`src/rtl/cordic_ctl.sv`:
```
// Sequencing controller for the two-phase CORDIC datapath.
// Accepts a start request with a mode and loads the operands for one cycle.
// It then runs ITERATIONS feedback cycles while cross-checking the datapath
// iteration counter, and holds the result under a valid/ready handshake.
// Every output is registered.
module cordic_ctl #(
  parameter int unsigned ITERATIONS = 8,
  parameter int unsigned CNT_W      = 4
) (
  input  logic             clka,
  input  logic             reset,
  input  logic             start,
  input  logic             mode_in,
  output logic             busy,
  output logic             out_valid,
  input  logic             out_ready,
  output logic             err,
  output logic             cordic_mode,
  output logic [1:0]       in_mux_ctl,
  output logic             counter_rst,
  output logic             counter_hold,
  input  logic [CNT_W-1:0] counter
);

  typedef enum logic [1:0] {
    IDLE   = 2'b00,
    LOAD   = 2'b01,
    ITER   = 2'b10,
    RESULT = 2'b11
  } state_t;

  localparam logic [1:0] MUX_ROT  = 2'b00;
  localparam logic [1:0] MUX_VEC  = 2'b10;
  localparam logic [1:0] MUX_FB   = 2'b01;
  localparam logic [1:0] MUX_HOLD = 2'b11;

  localparam logic [CNT_W-1:0] LAST_ITER = CNT_W'(ITERATIONS - 1);

  state_t           state;
  logic [CNT_W-1:0] iter_cnt;

  // Sequencer: state plus registered datapath controls and handshake flags.
  // Each branch assigns the output values for the state being entered.
  always_ff @(posedge clka or negedge reset) begin
    if (!reset) begin
      state        <= IDLE;
      busy         <= 1'b0;
      out_valid    <= 1'b0;
      err          <= 1'b0;
      cordic_mode  <= 1'b0;
      in_mux_ctl   <= MUX_HOLD;
      counter_rst  <= 1'b0;
      counter_hold <= 1'b1;
      iter_cnt     <= '0;
    end else begin
      case (state)
        IDLE: begin
          in_mux_ctl   <= MUX_HOLD;
          counter_hold <= 1'b1;
          counter_rst  <= 1'b0;
          busy         <= 1'b0;
          out_valid    <= 1'b0;
          if (start) begin
            state        <= LOAD;
            cordic_mode  <= mode_in;
            err          <= 1'b0;
            busy         <= 1'b1;
            in_mux_ctl   <= mode_in ? MUX_VEC : MUX_ROT;
            counter_rst  <= 1'b1;
            counter_hold <= 1'b0;
            iter_cnt     <= '0;
          end
        end

        LOAD: begin
          state        <= ITER;
          in_mux_ctl   <= MUX_FB;
          counter_rst  <= 1'b0;
          counter_hold <= 1'b0;
          iter_cnt     <= '0;
        end

        ITER: begin
          // A counter mismatch is recorded but the operation still completes.
          if (counter != iter_cnt) begin
            err <= 1'b1;
          end
          if (iter_cnt == LAST_ITER) begin
            state        <= RESULT;
            in_mux_ctl   <= MUX_HOLD;
            counter_hold <= 1'b1;
            out_valid    <= 1'b1;
          end else begin
            iter_cnt <= iter_cnt + CNT_W'(1);
          end
        end

        RESULT: begin
          // A start arriving together with out_ready is dropped.
          if (out_ready) begin
            state     <= IDLE;
            out_valid <= 1'b0;
            busy      <= 1'b0;
          end
        end

        default: begin
          state        <= IDLE;
          busy         <= 1'b0;
          out_valid    <= 1'b0;
          in_mux_ctl   <= MUX_HOLD;
          counter_rst  <= 1'b0;
          counter_hold <= 1'b1;
          iter_cnt     <= '0;
        end
      endcase
    end
  end

endmodule

```
`config.mk`:
```
export PLATFORM = sky130hd
export DESIGN_NAME = cordic_ctl
export DESIGN_NICKNAME = d
export VERILOG_FILES = /design/src/rtl/cordic_ctl.sv
export SDC_FILE = /design/constraint.sdc
export NUM_CORES = 1
export LEC_CHECK = 0
export ABC_AREA = 0
export BUFFER_PORTS_ARGS = -buffer_cell sky130_fd_sc_hd__buf_2
export CAP_MARGIN = 10
export CORE_MARGIN = 5
export CORE_UTILIZATION = 35
export CTS_BUF_LIST = sky130_fd_sc_hd__clkbuf_8
export DETAILED_ROUTE_END_ITERATION = 10
export PLACE_DENSITY = 0.54
export SKIP_LAST_GASP = 1
export SYNTH_ARGS = -nofsm -noshare
export SYNTH_HDL_FRONTEND = slang
export SYNTH_SLANG_ARGS = --single-unit
```
`constraint.sdc`:
```
create_clock -name clka -period 2.31 [get_ports clka]
set_clock_uncertainty 0.2 [all_clocks]
set_input_delay 0.3465 -clock clka [delete_from_list [all_inputs] [get_ports clka]]
set_output_delay 0.3465 -clock clka [all_outputs]
set_load 0.01 [all_outputs]
```
==> impl_metrics.yaml <==
status:
  outcome: "finished clean"
synthesis:
  synth_xor_area_frac: 0.0428
  synth_seq_area_share: 0.433
  yosysTopAreaCell: "dfrtp_1"
  yosysWarningCount: 0
  synth_fa_ha_area_frac: 0.0917
  synthDominantCellAreaShare: 0.336
  synth_area_um2: 818
  synth_compound_area_frac: 0.170
  post_synth_and_or_nand_nor_area_fraction: 0.162
  syn_avg_cell_area_um2: 10.8
  synth_area_leaders: "dfrtp_1 34%, dfstp_2 9.6%, ha_1 9.2%"
  synthMuxAreaShare: 0.0673
  ys_seq_elements: 14
  syn-instance-count: 76
  synth_top_family_by_area: "compound AO/OA/AOI/OAI gates"
  synth_cell_types: 36
  syn_nets: 91
clock_tree:
  tritoncts: "built"
  path_clk_slew_ns: 0.06
  h-tree-depth: 1
  cts_resized: 0
  cts-root-buf: "clkbuf_8"
  clockBufferDepth: 2
  cts_buffers: 3
  cts_sinks: 14
  post-cts-setup-buffers: 0
  ctsHoldBuffers: 1
  insertion_delay_ns: 0.25
min_path:
  hold_depth: 2
  min_path_type: "input pin to flip-flop"
  hp-start: "mode_in"
  hold_end: "cordic_mode"
timing:
  post-route-period-util: 0.830
  setup_viol_count_final: 0
  final-max-slew-violation-count: 0
  period_minus_slack_ns: 1.92
  max_freq_mhz: 522
  rsz0062_at_grt: "no"
  finalHoldViolCount: 0
  tns_ns: 0
  fin_hold_ws_ns: 0.166
  slew_headroom: 0.715
  setup_slack_ns: 0.394
  tightest_slew_ns: 0.426
grt:
  grt_pass1_wl_um: 2900
  grt_max_degree: 15
  grtUsageTotal: 0.112
  grt_pass1_vias: 657
  overflow: 0
  antenna_found_initial: 0
layout:
  final_nets: 112
  drive_above_1_share: 0.281
  final_cells: 124
  num_antenna_cells: 0
  syn2layout_area_growth_pct: 21.4
  fillers: 228
placed_design:
  place.gp.congestion: 0.751
  portBuffers: 16
  dp_cells: 119
  pre_cts_ws_ns: 0.432
  hpwl_um: 1310
detailed_routing:
  drtIter0Drc: 4
  wire_per_inst_um: 13.9
  vias: 634
  routed_wl_um: 1720
  ant_nets: 0
  vias_per_cell: 5.11
  drc: 0
  dr.pass1.iters: 4
critical_path:
  timing.rr.end: "state[1]"
  r2r_start: "state[0]"
  crit_fanout: 6
  startpoint_type: "flip-flop"
  reg2reg_depth: 5
  required_ns: 2.24
  reg2reg_slack_ns: 0.39
  cp_data_arrival_time_ns: 1.84
  end_kind: "flip-flop"
  path_class: "flip-flop to flip-flop"
floorplan:
  placementRows: 17
  fp.dieW_um: 58.4
  core_area_um2: 2210
  start_util: 0.370
  dieArea_um2: 3400
  die_h_um: 58.4
  num_io_pins: 17
pwr:
  vdd_drop_max_mv: 0.662
  p_int_mw: 0.780
  switching_share: 0.381
  powerDensity_nw_per_um2: 1270
  total_power_mw: 1.26
  p_switching_mw: 0.479
  combPwrFrac: 0.471
  power_leakage_nw: 0.502
  p_seq_frac: 0.340
  power_frac_clock: 0.189
run:
  drv_cap: 0
placed cells by master (no fill, tap or decap), drive strengths merged, types with 2 or more instances in the layout:
master,synthesis,final
xor2,4,4
a21oi,2,2
o21ai,5,5
dfrtp,11,11
inv,6,6
nand2b,3,3
dfstp,3,3
nand2,5,5
ha,6,6
a31oi,2,2
clkbuf,0,4
nand4,2,2
mux2,4,4
buf,1,16
nand3,2,2
logic make-up (layout without fill, tap and decap cells):
logic type                 Yosys count  in the layout
adders and majority gates            6              6
xor gates and xnor gates             4              4
buffers and inverters                7             27
muxes                                5              5
and+or+nand+nor                     21             21
AOI/OAI and AO/OA                   19             19
DFF                                 14             14
routing by layer:
metal,share of wire,GRT usage,vias up
li1,-,-,316
met3,0.035,0.0285,4
met5,0,0,-
met4,0.015,0.0596,0
met1,0.49,0.140,303
met2,0.45,0.175,11
critical path, cell delays in order, from the launching register on:
cell and delay [ns]:
dfrtp_1 0.42, inv_1 0.12, ha_1 0.24, nor2b_1 0.41, a211oi_2 0.08, mux2_1 0.33
synth_stat cells (all sizes together):
master and n:
inv 6, mux2 4, or4 1, dfstp 3, dfrtp 11, o21a 1, or2 1, ha 6
a211oi 1, a21oi 2, o311ai 1, o21ai 5, o2bb2ai 1, nor3 1, o211ai 1, a21boi 1
o221ai 1, nand4 2, nand3 2, and2b 1, o32a 1, nand2 5, nor4 1, a22o 1
buf 1, mux2i 1, xor2 4, and3 1, o31ai 1, nand3b 1, a31oi 2, nand2b 3
nor3b 1, nor2b 1
power by group through the flow:
| stage | clock (mW) | combinational, mW | sequential, mW |
|---|---|---|---|
| 2_1_floorplan | 0 | 0.416 | 0.449 |
| 3_3_place_gp | 0 | 0.598 | 0.429 |
| 3_5_place_dp | 0 | 0.600 | 0.433 |
| 4_1_cts | 0.247 | 0.604 | 0.429 |
| 5_1_grt | 0.253 | 0.668 | 0.443 |
| 6_report | 0.238 | 0.593 | 0.428 |
sequential cells by signal, indices dropped and copies added, names as in the netlist:
signal and flops:
counter_hold 1, out_valid 1, in_mux_ctl 2, state 2
busy 1, cordic_mode 1, iter_cnt 4, err 1
counter_rst 1
how the worst max path moves through the flow:
stage	from	endpoint	cells after the start
2_1_floorplan	state[0]	state[1]	4
3_3_place_gp	state[0]	state[1]	5
3_5_place_dp	state[0]	state[1]	5
4_1_cts	state[0]	state[1]	5
5_1_grt	state[0]	state[1]	5
6_report	state[0]	state[1]	5
area by class of cell:
cell class	count	area (um^2)	share of cell area
clock buffers	4	55.1	0.0554
inverters	6	22.5	0.0227
multi-input cells	55	437	0.440
flip-flops and latches	14	354	0.356
well taps	28	35.0	0.0353
repair buffers	17	90.1	0.0907
metrics by stage:
| stage | utilization | cell area, um^2 |
|---|---|---|
| floorplan | - | 818 |
| global placement | 0.420 | 928 |
| detailed placement | 0.420 | 928 |
| CTS | 0.449 | 993 |
| global route | 0.449 | 993 |
| finish | 0.449 | 993 |
Power figures use the tool's default switching activity.
